--- config.mk ---
export PLATFORM = sky130hd
export DESIGN_NAME = mem_dump_ctrl
export DESIGN_NICKNAME = d
export VERILOG_FILES = /design/src/rtl/mem_dump_ctrl.sv
export SDC_FILE = /design/constraint.sdc
export NUM_CORES = 1
export LEC_CHECK = 0
export BUFFER_PORTS_ARGS = -buffer_cell sky130_fd_sc_hd__buf_2
export CAP_MARGIN = 30
export CELL_PAD_IN_SITES_DETAIL_PLACEMENT = 1
export CELL_PAD_IN_SITES_GLOBAL_PLACEMENT = 2
export CORE_MARGIN = 5
export CORE_UTILIZATION = 33
export DETAILED_ROUTE_END_ITERATION = 6
export GPL_ROUTABILITY_DRIVEN = 1
export PLACE_DENSITY = 0.93
export SKIP_LAST_GASP = 1
export SLEW_MARGIN = 0
export SYNTH_ARGS = -nofsm -noshare
export SYNTH_HDL_FRONTEND = slang
export SYNTH_SLANG_ARGS = --single-unit
--- constraint.sdc ---
create_clock -name clk -period 5.2 [get_ports clk]
set_input_delay 1.04 -clock clk [delete_from_list [all_inputs] [get_ports clk]]
set_output_delay 1.04 -clock clk [all_outputs]
set_load 0.02 [all_outputs]
--- src/rtl/mem_dump_ctrl.sv ---
// Debug memory dump controller: walks the data memory word by word and streams each word
// to the UART transmitter MSB byte first, stalling the memory stage while it owns the port.
module mem_dump_ctrl #(
  parameter int unsigned WORDS = 64
) (
  input  logic        clk,
  input  logic        reset,
  input  logic        start,
  input  logic        abort,
  input  logic [31:0] mem_data,
  output logic [31:0] dir_mem_db,
  output logic        lector_db,
  output logic        stall_db,
  output logic [7:0]  tx_data,
  output logic        tx_valid,
  input  logic        tx_ready,
  output logic        busy,
  output logic        done
);

  localparam logic [5:0] LastAddr = 6'(WORDS - 1);

  typedef enum logic [2:0] {
    StIdle,
    StAddr,
    StCapture,
    StSend,
    StDone
  } state_e;

  state_e      state_q, state_d;
  logic [5:0]  addr_q, addr_d;
  logic [1:0]  byte_idx_q, byte_idx_d;
  logic [31:0] word_q, word_d;

  always_ff @(posedge clk or posedge reset) begin
    if (reset) begin
      state_q    <= StIdle;
      addr_q     <= '0;
      byte_idx_q <= '0;
      word_q     <= '0;
    end else begin
      state_q    <= state_d;
      addr_q     <= addr_d;
      byte_idx_q <= byte_idx_d;
      word_q     <= word_d;
    end
  end

  // Abort wins over a concurrent byte handshake, so an aborted byte is never counted.
  always_comb begin
    state_d    = state_q;
    addr_d     = addr_q;
    byte_idx_d = byte_idx_q;
    word_d     = word_q;
    case (state_q)
      StIdle: begin
        if (start) begin
          state_d    = StAddr;
          addr_d     = '0;
          byte_idx_d = '0;
        end
      end
      StAddr: begin
        if (abort) begin
          state_d = StIdle;
          addr_d  = '0;
        end else begin
          state_d = StCapture;
        end
      end
      StCapture: begin
        if (abort) begin
          state_d = StIdle;
          addr_d  = '0;
        end else begin
          word_d     = mem_data;
          byte_idx_d = '0;
          state_d    = StSend;
        end
      end
      StSend: begin
        if (abort) begin
          state_d    = StIdle;
          addr_d     = '0;
          byte_idx_d = '0;
        end else if (tx_ready) begin
          if (byte_idx_q != 2'd3) begin
            byte_idx_d = byte_idx_q + 2'd1;
          end else if (addr_q != LastAddr) begin
            addr_d     = addr_q + 6'd1;
            byte_idx_d = '0;
            state_d    = StAddr;
          end else begin
            addr_d     = '0;
            byte_idx_d = '0;
            state_d    = StDone;
          end
        end
      end
      StDone: begin
        state_d = StIdle;
      end
      default: begin
        state_d = StIdle;
      end
    endcase
  end

  always_comb begin
    dir_mem_db = '0;
    lector_db  = 1'b0;
    stall_db   = 1'b0;
    tx_data    = '0;
    tx_valid   = 1'b0;
    busy       = (state_q != StIdle);
    done       = (state_q == StDone);
    if (state_q == StAddr || state_q == StCapture || state_q == StSend) begin
      dir_mem_db = {26'b0, addr_q};
      lector_db  = 1'b1;
      stall_db   = 1'b1;
    end
    if (state_q == StSend) begin
      tx_valid = 1'b1;
      unique case (byte_idx_q)
        2'd0: tx_data = word_q[31:24];
        2'd1: tx_data = word_q[23:16];
        2'd2: tx_data = word_q[15:8];
        2'd3: tx_data = word_q[7:0];
      endcase
    end
  end

endmodule

Yosys cells after proc, flatten, opt, wreduce, memory -nomap -nowiden

Index checks and enable logic that the tools add are counted.

Register bits after elaboration: 43
Input port bits: 37
Output and inout bits: 45
Word-level logic and storage cells: 59

$add $sub $neg: 2
Equality and inequality tests: 14
Multiplexer cells: 26
Bitwise gates (word level): 1
Reductions and logical operators: 12

Operator list:

| kind                  | number |
|---|---|
| $mux W6               | 7 |
| $pmux W8 S4           | 1 |
| $pmux W6 S3           | 1 |
| $mux W3               | 5 |
| $mux W2               | 7 |
| $pmux W3 S4           | 1 |
| $reduce_bool A3 Y1    | 3 |
| $mux W8               | 1 |
| $add A6 B1 Y6 const B | 1 |
| $eq A3 B2 Y1 const B  | 2 |
| $ne A2 B2 Y1 const B  | 3 |
| $ne A3 B3 Y1 const B  | 2 |
| $ne A6 B6 Y1 const B  | 1 |
| $pmux W2 S3           | 1 |
| $reduce_and A5 Y1     | 1 |
| $eq A2 B2 Y1 const B  | 2 |
| $reduce_and A4 Y1     | 1 |
| $eq A3 B1 Y1 const B  | 1 |
| $eq A3 B3 Y1 const B  | 1 |
| $logic_not A3 Y1      | 1 |
| $reduce_and A3 Y1     | 1 |
| $add A2 B1 Y2 const B | 1 |
| $eq A2 B1 Y1 const B  | 1 |
| $logic_not A2 Y1      | 1 |
| 6 further kinds       | 8 |

Logic depth before layout (Yosys ltp)

Gate-level depths: netlist (run 1).

Depth in word-level cells: 6
Depth in mapped cells: 7
Mapped depth without buffers: 6

Worst setup path before layout (run 1)

No wires, ideal clock.

Kind: register to output
From: reg byte_idx_q[0]
To: out tx_data[0]
Arrival time: 1.495 ns
Slack: 2.665 ns
Cell stages (with the launch flop): 7
Path buffers: 2
Path through: dfrtp_1 inv_1 ha_1 clkbuf_1 clkbuf_1 a21oi_1 nor2_1

Word-level cells in the longest chain between the ends: 3

Ends and longest elaborated chain:

| what                                       | line | RTL |
|---|---|---|
| start: declaration                         | 33   | `logic [1:0] byte_idx_q, byte_idx_d;` |
| start signal: assignment                   | 45   | `byte_idx_q <= byte_idx_d;` |
| $eq A2 B2 Y1, or another cell as far along | 125  | `unique case (byte_idx_q)` |
| $pmux W8 S4 (*)                            | 125  |  |
| $mux W8 (*)                                | 123  | `if (state_q == StSend) begin` |
| end: declaration                           | 14   | `output logic [7:0] tx_data,` |

Every way passes the cells marked *; elsewhere a longest branch is shown, timed or not.

Final worst setup path (run 1)

From: reg byte_idx_q[0]
To: out tx_data[5]

Same word-level chain as after synthesis.

==> summary.md, run 1 <==
| Metric | Value |
|---|---|
| Die area | around 0.0091 mm2 |
| Crit path cell chain | ha_1, a222oi_1, nor2_1, a21oi_1, nor2_1, buf_2 |
| Startpoint Class | flop |
| Placed cell count | 364 |
| Hold crit path type | flop to flop |
| Critical-path top delay cell | a222oi_1 |
| Synth Warn # | 0 |
| Largest net degree at the start of global routing | 44 |
| Yosys top cell area share | 44.5% |
| Worst-case clock skew | between 0.004 and 0.005 ns |
| Hpwl dp | 4450 um |
| Critical path fanouts, max | 13 |
| DIE HEIGHT | about 96 um |
| Clock transition at path regs | about 0.090 ns |
| Layout cells sized above 1 | 38.1% |
| Internal power | 0.000784 W |
| Core area | 0.00718 mm2 |
| Seq cells post-synth | 43 |
| Final Cycle Share | about three fifths |
| Psw | 0.000455 W |
| Initial DRC Count | slightly below 100 |
| TNS Setup | 0 ns |
| RSZ-0062 raised after global routing | no |
| Number of diodes | 0 |
| Synth top area cells | dfrtp_1 45%, mux2_2 14%, buf_4 9.3%, nor2_1 3.6%, a222oi_1 3.3% |
| Die Wd | 95.6 um |
| Crit path kind | flop to output pin |
| Gate count after technology mapping | 224 |
| Critical Path RT | 4.16 ns |
| Status | finished, final reports clean |
| Row cnt | 31 |
| GRT Residual Overflow | 0 |
| Switching share of power | 36.7% |
| Critical path's largest stage delay | about 0.48 ns |
| Root Buffer | clkbuf_8 |
| Post-DR wirelength/cell | 16.1 um |
| Routability cong. | 0.759 |
| Final std cells w/o fill | 372 |
| Leak | 1.28 nW |
| Max_slew headroom | 61.8% |
| Yosys top cell by area | dfrtp_1 |
| Clock share of power | 18.8% |
| R2r setup slk | 3.18 ns |
| Vias in the first global route | 1911 |
| Initial antenna violation count | 0 |
| # Post-CTS Setup Buffers | 0 |
| Clock sink count | between 40 and 50 |
| Logic pwr share | 34.5% |
| Synth cell types | 36 |
| DRC viols | 0 |
| Synth Cell Area | 0.00242 mm2 |
| Peak VDD IR | 0.165 mV |
| Final min period | 3.07 ns |
| Hold Fails Final Rpt | 0 |
| Seq/Total Area, Yosys | 44.5% |
| Initial Utilization | between 30% and 40% |
| IO buf count | 55 |
| Slew at the pin closest to its max-slew limit | between 0.5 and 0.6 ns |
| TritonCTS clock tree | yes |
| Clk buf depth | 2 |
| Pre-CTS WS | 2.47 ns |
| Seq pwr share | 46.7% |
| Critical path capture point type | output pin |
| Fmax | approximately 330 MHz |
| Synthesized area per cell | 10.8 um2 |
| # IOs | 82 |
| Total track usage | 13.7% |
| Final nets | 314 |
| Power Dens Cells | 454 mW/mm2 |
| CTS Hold Bufs | 0 |
| Area growth, synth to finish | 13.1% |
| First-pass GRT wire length | 9560 um |
| Drt first pass iters | 4 |
| CTS buffer count | 5 |
| Routed via count | 1778 |
| Clk_lat worst skew | 0.30 ns |
| Worst Hold Slack | 0.517 ns |
| Post-Route WL | ~6000 um |
| Vias per inst | about 4.8 |
| Final setup margin | roughly 2.1 ns |
| Post-route ant nets | 0 |
| Crit path DAT | 2.03 ns |
| Resized cells post-CTS | 0 |
| Crit path top cell by count | nor2_1 |
| Max Cap Viol | 0 |
| Final setup vio count | 0 |
| Slew Limit Fails | 0 |
| H-tree depth | 2 |
==> placed cells by master (no fill, tap or decap), drive strengths merged, types with 4 or more instances in the layout <==
| cell | netlist | routed |
|---|---|---|
| nand3 | 5 | 5 |
| nor2 | 23 | 23 |
| buf | 35 | 57 |
| nand2 | 11 | 11 |
| a21oi | 10 | 10 |
| a222oi | 8 | 8 |
| and2 | 4 | 4 |
| inv | 8 | 8 |
| clkbuf | 6 | 6 |
| mux2 | 32 | 32 |
| o21ai | 7 | 7 |
| ha | 5 | 5 |
| nor3 | 7 | 7 |
| dfrtp | 43 | 43 |
| conb | 1 | 26 |
==> Yosys cell counts <==
cell,number
a311oi_2,1
and2_1,4
nand3b_1,1
a2111o_1,1
nand2b_4,1
o2111ai_1,1
ha_1,5
o22ai_2,2
a222oi_1,8
a21oi_1,10
conb_1,1
nand4_1,1
a211oi_1,1
nor4b_4,1
buf_4,30
nand2_1,11
o21ba_1,1
mux2i_1,2
and4bb_2,1
dfrtp_1,43
nand3b_4,1
and3_1,2
mux2_1,1
o311ai_0,1
inv_1,8
nor3_1,7
o31ai_1,1
o21ai_2,1
buf_2,2
clkbuf_1,6
o21ai_0,5
nand3_1,5
mux2_2,31
o21ai_1,1
nor2_1,23
buf_6,3
==> power by group through the flow <==
stage	registers, W	clock network, W	logic [W]
after floorplan	0.000528	0	0.000395
after global placement	0.000579	0	0.000416
after detailed placement	0.000589	0	0.000432
after CTS	0.000581	0.000246	0.000437
after global routing	0.000596	0.000258	0.000471
final	0.000579	0.000233	0.000427
==> metrics by stage <==
stage / utilization (%) / cell area, um2 / total power, W
floorplan: - / 2510 / 0.000923
global placement: 36.7 / 2630 / 0.000995
detailed placement: 36.7 / 2630 / 0.00102
CTS: 38.1 / 2730 / 0.00126
global route: 38.1 / 2730 / 0.00132
finish: 38.1 / 2730 / 0.00124
==> state kept, by name, indices dropped and copies added (netlist names) <==
signal	flops
state_q	3
byte_idx_q	2
addr_q	6
word_q	32
==> layer usage <==
| metal | track usage, % | up-vias | part of all wire, % | routed length (um) |
|---|---|---|---|---|
| li1 | - | 835 | - | - |
| met5 | 0 | - | 0 | 0 |
| met2 | 23.1 | 59 | 50 | 2980 |
| met1 | 17.2 | 876 | 42 | 2540 |
| met4 | 3.08 | 0 | 1.3 | 80 |
| met3 | 4.26 | 8 | 6.5 | 389 |
==> area by class of cell <==
| cell class | instances | area [um2] |
|---|---|---|
| Clock buffer | 6 | 82.6 |
| Clock inverter | 2 | 16.3 |
| Fill cell | 839 | 4440 |
| Inverter | 8 | 30.0 |
| Multi-Input combinational cell | 157 | 1110 |
| Sequential cell | 43 | 1080 |
| Tap cell | 99 | 124 |
| Timing Repair Buffer | 57 | 290 |
==> worst paths after layout <==
| check | start | depth (start not counted) | to |
|---|---|---|---|
| max | byte_idx_q[0] | 6 | tx_data[5] |
| min | word_q[26] | 1 | word_q[26] |
| max reg2reg | byte_idx_q[0] | 5 | addr_q[4] |
| min reg2reg | word_q[26] | 1 | word_q[26] |
| max in group asynchronous | reset | 3 | word_q[7] |
| min in group asynchronous | reset | 3 | state_q[0] |
==> logic make-up (layout without fill, tap and decap cells) <==
kind of cell             after synthesis  after routing  share of synthesized area [%]
AND/OR/NAND/NOR                       58             58                           12.8
buffers and inverters                 49             73                           13.3
flip-flops                            43             43                           44.5
AO/OA/AOI/OAI                         34             34                           10.9
multiplexers                          34             34                           15.7
adder cells (fa/ha/maj)                5              5                           2.59
other                                  1             26                          0.155
==> worst max-delay path: cells and delay by family, from the launching register on <==
| family | cells | cell delay, ns |
|---|---|---|
| flops | 1 | 0.42 |
| simple gates | 2 | 0.13 |
| compound gates | 2 | 0.61 |
| buf+inv | 1 | 0.16 |
| fa+ha+maj | 1 | 0.40 |
Power figures use the tool's default switching activity.
==> run 2: changes to the inputs <==
--- a/config.mk
+++ b/config.mk
@@ -10,10 +10,10 @@
 export CELL_PAD_IN_SITES_DETAIL_PLACEMENT = 1
 export CELL_PAD_IN_SITES_GLOBAL_PLACEMENT = 2
 export CORE_MARGIN = 5
-export CORE_UTILIZATION = 33
+export CORE_UTILIZATION = 28
 export DETAILED_ROUTE_END_ITERATION = 6
 export GPL_ROUTABILITY_DRIVEN = 1
-export PLACE_DENSITY = 0.93
+export PLACE_DENSITY = 0.85
 export SKIP_LAST_GASP = 1
 export SLEW_MARGIN = 0
 export SYNTH_ARGS = -nofsm -noshare
==> constraint.sdc (replaced) <==
create_clock -name clk -period 2.77 [get_ports clk]
set_input_delay 0.554 -clock clk [delete_from_list [all_inputs] [get_ports clk]]
set_output_delay 0.554 -clock clk [all_outputs]
set_load 0.02 [all_outputs]
==> summary.md, run 2 (synthesis gave the netlist of run 1 again) <==
| Metric | Value |
|---|---|
| Status | finished, final reports clean |
| Peak VDD IR | 0.389 mV (+140%) |
| Psw | 0.000858 W (+88%) |
| Max Cap Viol | 0 (unchanged) |
| Row cnt | 33 (+6.5%) |
| First-pass GRT wire length | 9830 um (+2.7%) |
| Post-route ant nets | 0 (unchanged) |
| Largest register by flop count | word_q |
| Final min period | 2.57 ns |
| Switching share of power | 35.8% (-0.96 points) |
| Clock sink count | 43 (unchanged) |
| Worst Reg-to-Reg Cells | 5 (unchanged) |
| Critical path capture point type | output pin |
| Hold crit path type | primary input to asynchronous set/reset pin |
| Die area | 0.0106 mm2 (+16%) |
| Clock transition at path regs | 0.08 ns (about the same) |
| Max_slew headroom | 62.0% (+0.17 points) |
| TNS Setup | 0 ns (unchanged) |
| Most common cell after layout, fill and taps aside | buf_2 |
| Routed via count | 1775 (-0.17%) |
| Internal power | 0.00154 W (+96%) |
| # Post-CTS Setup Buffers | 0 (unchanged) |
| Number of diodes | 0 (unchanged) |
| Critical path fanouts, max | 8 (-5) |
| Post-DR wirelength/cell | 16.0 um (-0.75%) |
| Vias in the first global route | 1877 (-1.8%) |
| DIE HEIGHT | 103 um (+7.7%) |
| Total track usage | 11.9% (-1.8 points) |
| Leak | 1.28 nW (+0.58%) |
| Initial Utilization | 29.1% (-4.6 points) |
| Critical Path RT | 2.22 ns (-1.94 ns) |
| Clk_lat worst skew | 0.30 ns (about the same) |
| Routability cong. | 0.787 (+3.8%) |
| CTS buffer count | 5 (unchanged) |
| Worst Setup SP | byte_idx_q[0] |
| Worst r2r src | byte_idx_q[0] |
| Largest net degree at the start of global routing | 44 (unchanged) |
| Clock share of power | 21.3% (+2.5 points) |
| Startpoint Class | flop |
| Worst-case clock skew | 0.00500 ns (+0.000532 ns) |
| Final Cycle Share | 92.9% |
| Slew at the pin closest to its max-slew limit | 0.570 ns (-0.00252 ns) |
| Power Dens Cells | 870 mW/mm2 (+92%) |
| Hpwl dp | 4680 um (+5.3%) |
| Slew Limit Fails | 0 (unchanged) |
| Root Buffer | clkbuf_8 |
| Clk buf depth | 2 (unchanged) |
| Logic pwr share | 33.1% (-1.4 points) |
| Final setup vio count | 0 (unchanged) |
| Top flop regs | word_q (32), addr_q (6), state_q (3) |
| R2r setup slk | 0.80 ns (-2.38 ns) |
| Initial DRC Count | 86 (-13%) |
| Crit path DAT | 2.02 ns (about the same) |
| Layout cells sized above 1 | 38.1% (unchanged) |
| Area growth, synth to finish | 14.0% |
| Die Wd | 103 um (+7.7%) |
| Fin util | 33.2% (-4.9 points) |
| TritonCTS clock tree | yes |
| Final nets | 314 (unchanged) |
| H-tree depth | 2 (unchanged) |
| Seq pwr share | 45.7% (-1.0 points) |
| # IOs | 82 (unchanged) |
| Reg2reg end | addr_q[3] |
| Max reg flops | 32 (unchanged) |
| Core area | 0.00830 mm2 (+16%) |
| Most frequent cells in the layout | 55 x buf_2, 43 x dfrtp_1, 31 x mux2_2, 26 x conb_1, 23 x nor2_1 |
| CTS Hold Bufs | 0 (unchanged) |
| RSZ-0062 raised after global routing | no |
| Hold Fails Final Rpt | 0 (unchanged) |
| Resized cells post-CTS | 0 (unchanged) |
| Fmax | 388 MHz |
| DRC viols | 0 (unchanged) |
| Post-Route WL | 6040 um (+0.85%) |
| Initial antenna violation count | 1 (+1) |
| Vias per inst | 4.70 (-1.8%) |
| Crit path kind | flop to output pin |
| IO buf count | 55 (unchanged) |
| Drt first pass iters | 4 (unchanged) |
| GRT Residual Overflow | 0 (unchanged) |
[run 2: how the worst max path moves through the flow]
stage,to,slack [ns],depth (start not counted)
2_1_floorplan,tx_data[0],0.72,6
3_3_place_gp,tx_data[4],0.58,6
3_5_place_dp,tx_data[4],0.52,6
4_1_cts,tx_data[4],0.18,6
5_1_grt,tx_data[4],0.04,6
6_report,tx_data[1],0.20,7
[run 2: cell type report]
type	instances	area [um2]
inverter	8	30.0
multi-input combinational	157	1110
clock buffer	5	68.8
clock inverter	3	46.3
timing repair buffer	57	290
tap	105	131
sequential	43	1080
fill	949	5540
[run 2: worst max-delay path, stage by stage, from the launching register on]
cell and delay [ns]:
dfrtp_1 0.40, inv_1 0.09, ha_1 0.31, a222oi_1 0.46, nor2_1 0.08, a21oi_1 0.15
nor2_1 0.06, buf_2 0.16
[run 2: power by group through the flow]
stage / registers (W) / clock network [W] / logic (W)
2_1_floorplan: 0.000990 / 0 / 0.000742
6_report: 0.00110 / 0.000510 / 0.000793
3_3_place_gp: 0.00109 / 0 / 0.000779
3_5_place_dp: 0.00111 / 0 / 0.000804
4_1_cts: 0.00110 / 0.000535 / 0.000809
5_1_grt: 0.00113 / 0.000559 / 0.000886
[run 2: metal layers]
metal | up-vias | part of all wire (%) | GRT usage [%]
met5 | - | 0.15 | 0
met4 | 2 | 0.50 | 2.09
met3 | 4 | 8.6 | 3.92
met2 | 65 | 51 | 20.7
met1 | 870 | 40 | 14.6
li1 | 834 | - | -
[run 2: metrics by stage]
stage          cells  area, um2  hold WS [ns]  total power [W]  worst slack [ns]
6_report         378       2760         0.379          0.00240             0.196
5_1_grt          378       2760         0.430          0.00258            0.0382
4_1_cts          378       2760         0.402          0.00245             0.175
3_5_place_dp     370       2640         0.500          0.00192             0.521
3_3_place_gp     370       2640         0.491          0.00187             0.579
2_1_floorplan    249       2510         0.457          0.00173             0.721
==> run 3: changes to the inputs <==
--- a/config.mk
+++ b/config.mk
@@ -7,13 +7,13 @@
 export LEC_CHECK = 0
 export BUFFER_PORTS_ARGS = -buffer_cell sky130_fd_sc_hd__buf_2
 export CAP_MARGIN = 30
-export CELL_PAD_IN_SITES_DETAIL_PLACEMENT = 1
-export CELL_PAD_IN_SITES_GLOBAL_PLACEMENT = 2
+export CELL_PAD_IN_SITES_DETAIL_PLACEMENT = 0
+export CELL_PAD_IN_SITES_GLOBAL_PLACEMENT = 1
 export CORE_MARGIN = 5
-export CORE_UTILIZATION = 28
+export CORE_UTILIZATION = 34
 export DETAILED_ROUTE_END_ITERATION = 6
 export GPL_ROUTABILITY_DRIVEN = 1
-export PLACE_DENSITY = 0.85
+export PLACE_DENSITY = 0.83
 export SKIP_LAST_GASP = 1
 export SLEW_MARGIN = 0
 export SYNTH_ARGS = -nofsm -noshare
==> summary.md, run 3 (synthesis gave the netlist of run 1 again) <==
| Metric | Value |
|---|---|
| Power, Total | 0.00230 W (-4.1%) |
| H-tree depth | 2 (unchanged) |
| # IOs | 82 (unchanged) |
| Worst r2r src | byte_idx_q[0] |
| Die Wd | 94.3 um (-8.4%) |
| Number of diodes | 0 (unchanged) |
| Initial DRC Count | 66 (-23%) |
| Crit path kind | flop to output pin |
| CTS Hold Bufs | 0 (unchanged) |
| Die area | 0.00889 mm2 (-16%) |
| DR WL met3 | 428 um (-17%) |
| Vias in the first global route | 1730 (-7.8%) |
| Clock transition at path regs | 0.09 ns (about the same) |
| Post-route ant nets | 0 (unchanged) |
| Max reg flops | 32 (unchanged) |
| Most frequent cells in the layout | 55 x buf_2, 43 x dfrtp_1, 31 x mux2_2, 26 x conb_1, 23 x nor2_1 |
| Slew Limit Fails | 0 (unchanged) |
| Hold Fails Final Rpt | 0 (unchanged) |
| Final min period | 2.56 ns (-0.0180 ns) |
| Peak VDD IR | 0.383 mV (-1.6%) |
| Max Cap Viol | 0 (unchanged) |
| Post-Route WL | 5350 um (-11%) |
| Initial Utilization | 35.2% (+6.1 points) |
| Routability cong. | 0.826 (+4.9%) |
| TritonCTS clock tree | yes |
| Routed via count | 1728 (-2.6%) |
| Hpwl dp | 4040 um (-14%) |
| Critical path capture point type | output pin |
| Worst Reg-to-Reg Cells | 5 (unchanged) |
| # fillers | 698 (-26%) |
| Area growth, synth to finish | 12.9% |
| R2r setup slk | 0.82 ns (+0.02 ns) |
| DIE HEIGHT | 94.3 um (-8.4%) |
| Critical path fanouts, max | 13 (+5) |
| TNS Setup | 0 ns (unchanged) |
| Worst-case clock skew | 0.00547 ns (+0.000470 ns) |
| Metal2 WL | 2590 um (-16%) |
| Drt first pass iters | 4 (unchanged) |
| Largest net degree at the start of global routing | 44 (unchanged) |
| Placed inst area | 0.00263 mm2 (-0.43%) |
| Crit path capture | tx_data[5] |
| Clock sink count | 43 (unchanged) |
| Leak | 1.28 nW (-0.57%) |
| Post-DR wirelength/cell | 14.5 um (-9.2%) |
| Max_slew headroom | 62.9% (+0.93 points) |
| CTS buffer count | 5 (unchanged) |
| IO buf count | 55 (unchanged) |
| WL met1 | 2290 um (-4.5%) |
| Startpoint Class | flop |
| Worst Setup SP | byte_idx_q[0] |
| Fmax | 391 MHz (+0.70%) |
| Reg area | 0.00108 mm2 (unchanged) |
| DRC viols | 0 (unchanged) |
| Resized cells post-CTS | 0 (unchanged) |
| Final Cycle Share | 92.3% (-0.65 points) |
| Fin area | 0.00273 mm2 (-1.0%) |
| RSZ-0062 raised after global routing | no |
| Worst Hold Slack | 0.381 ns (+0.00178 ns) |
| Final nets | 314 (unchanged) |
| Most common cell after layout, fill and taps aside | buf_2 |
| Power Dens Cells | 843 mW/mm2 (-3.1%) |
| Top flop regs | word_q (32), addr_q (6), state_q (3) |
| First-pass GRT wire length | 8510 um (-13%) |
| Critical Path RT | 2.22 ns (about the same) |
| Clk_lat worst skew | 0.30 ns (about the same) |
| Largest register by flop count | word_q |
| Initial antenna violation count | 0 (-1) |
| Highest routed layer | met4 |
| Vias per inst | 4.68 (-0.27%) |
| Root Buffer | clkbuf_8 |
| Status | finished, final reports clean |
| Total track usage | 12.2% (+0.25 points) |
| Crit path DAT | 2.00 ns (-0.02 ns) |
| Reg2reg end | addr_q[3] |
| Core area | 0.00687 mm2 (-17%) |
| GRT Residual Overflow | 0 (unchanged) |
| Area of the multi-input gates | 0.00111 mm2 (unchanged) |
| Clk buf depth | 2 (unchanged) |
| Slew at the pin closest to its max-slew limit | 0.556 ns (-0.0140 ns) |
| Final setup vio count | 0 (unchanged) |
| Hold crit path type | primary input to asynchronous set/reset pin |
| # Post-CTS Setup Buffers | 0 (unchanged) |
| Layout cells sized above 1 | 38.1% (unchanged) |
| Row cnt | 30 (-9.1%) |
## run 3: report_power, final
| part | internal, W | total [W] | switching, W |
|---|---|---|---|
| clock network | 0.000204 | 0.000436 | 0.000233 |
| registers | 0.000885 | 0.00108 | 0.000192 |
| logic | 0.000382 | 0.000787 | 0.000405 |
## run 3: metrics by stage
step	util, %	worst slack, ns	std cells
3_3_place_gp	38.3	0.591	361
5_1_grt	39.7	0.0508	369
6_report	39.7	0.214	369
2_1_floorplan	-	0.721	249
4_1_cts	39.7	0.219	369
3_5_place_dp	38.3	0.559	361
## run 3: cell type report
class	instances	area share, %
clock buffers	6	3.03
clock inverters	2	0.596
inverters	8	1.10
multi-input cells	157	40.8
flip-flops and latches	43	39.4
well taps	96	4.40
repair buffers	57	10.6
## run 3: worst min-delay path by stage
stage	from	endpoint	slack, ns	depth (start not counted)
4_1_cts	reset	word_q[18]	0.40	3
6_report	reset	state_q[1]	0.38	3
3_5_place_dp	word_q[1]	word_q[1]	0.50	1
3_3_place_gp	word_q[4]	word_q[4]	0.49	1
2_1_floorplan	word_q[4]	word_q[4]	0.46	1
5_1_grt	reset	state_q[1]	0.44	3
## run 3: worst max-delay path: stages (launching register included)
cell	delay (ns)
dfrtp_1	0.42
ha_1	0.38
a222oi_1	0.47
nor2_1	0.07
a21oi_1	0.15
nor2_1	0.06
buf_2	0.16
## run 3: layer usage
layer	track usage [%]	up-vias
met5	0	-
met4	2.89	0
met3	3.77	6
met2	20.3	68
met1	15.4	827
li1	-	827
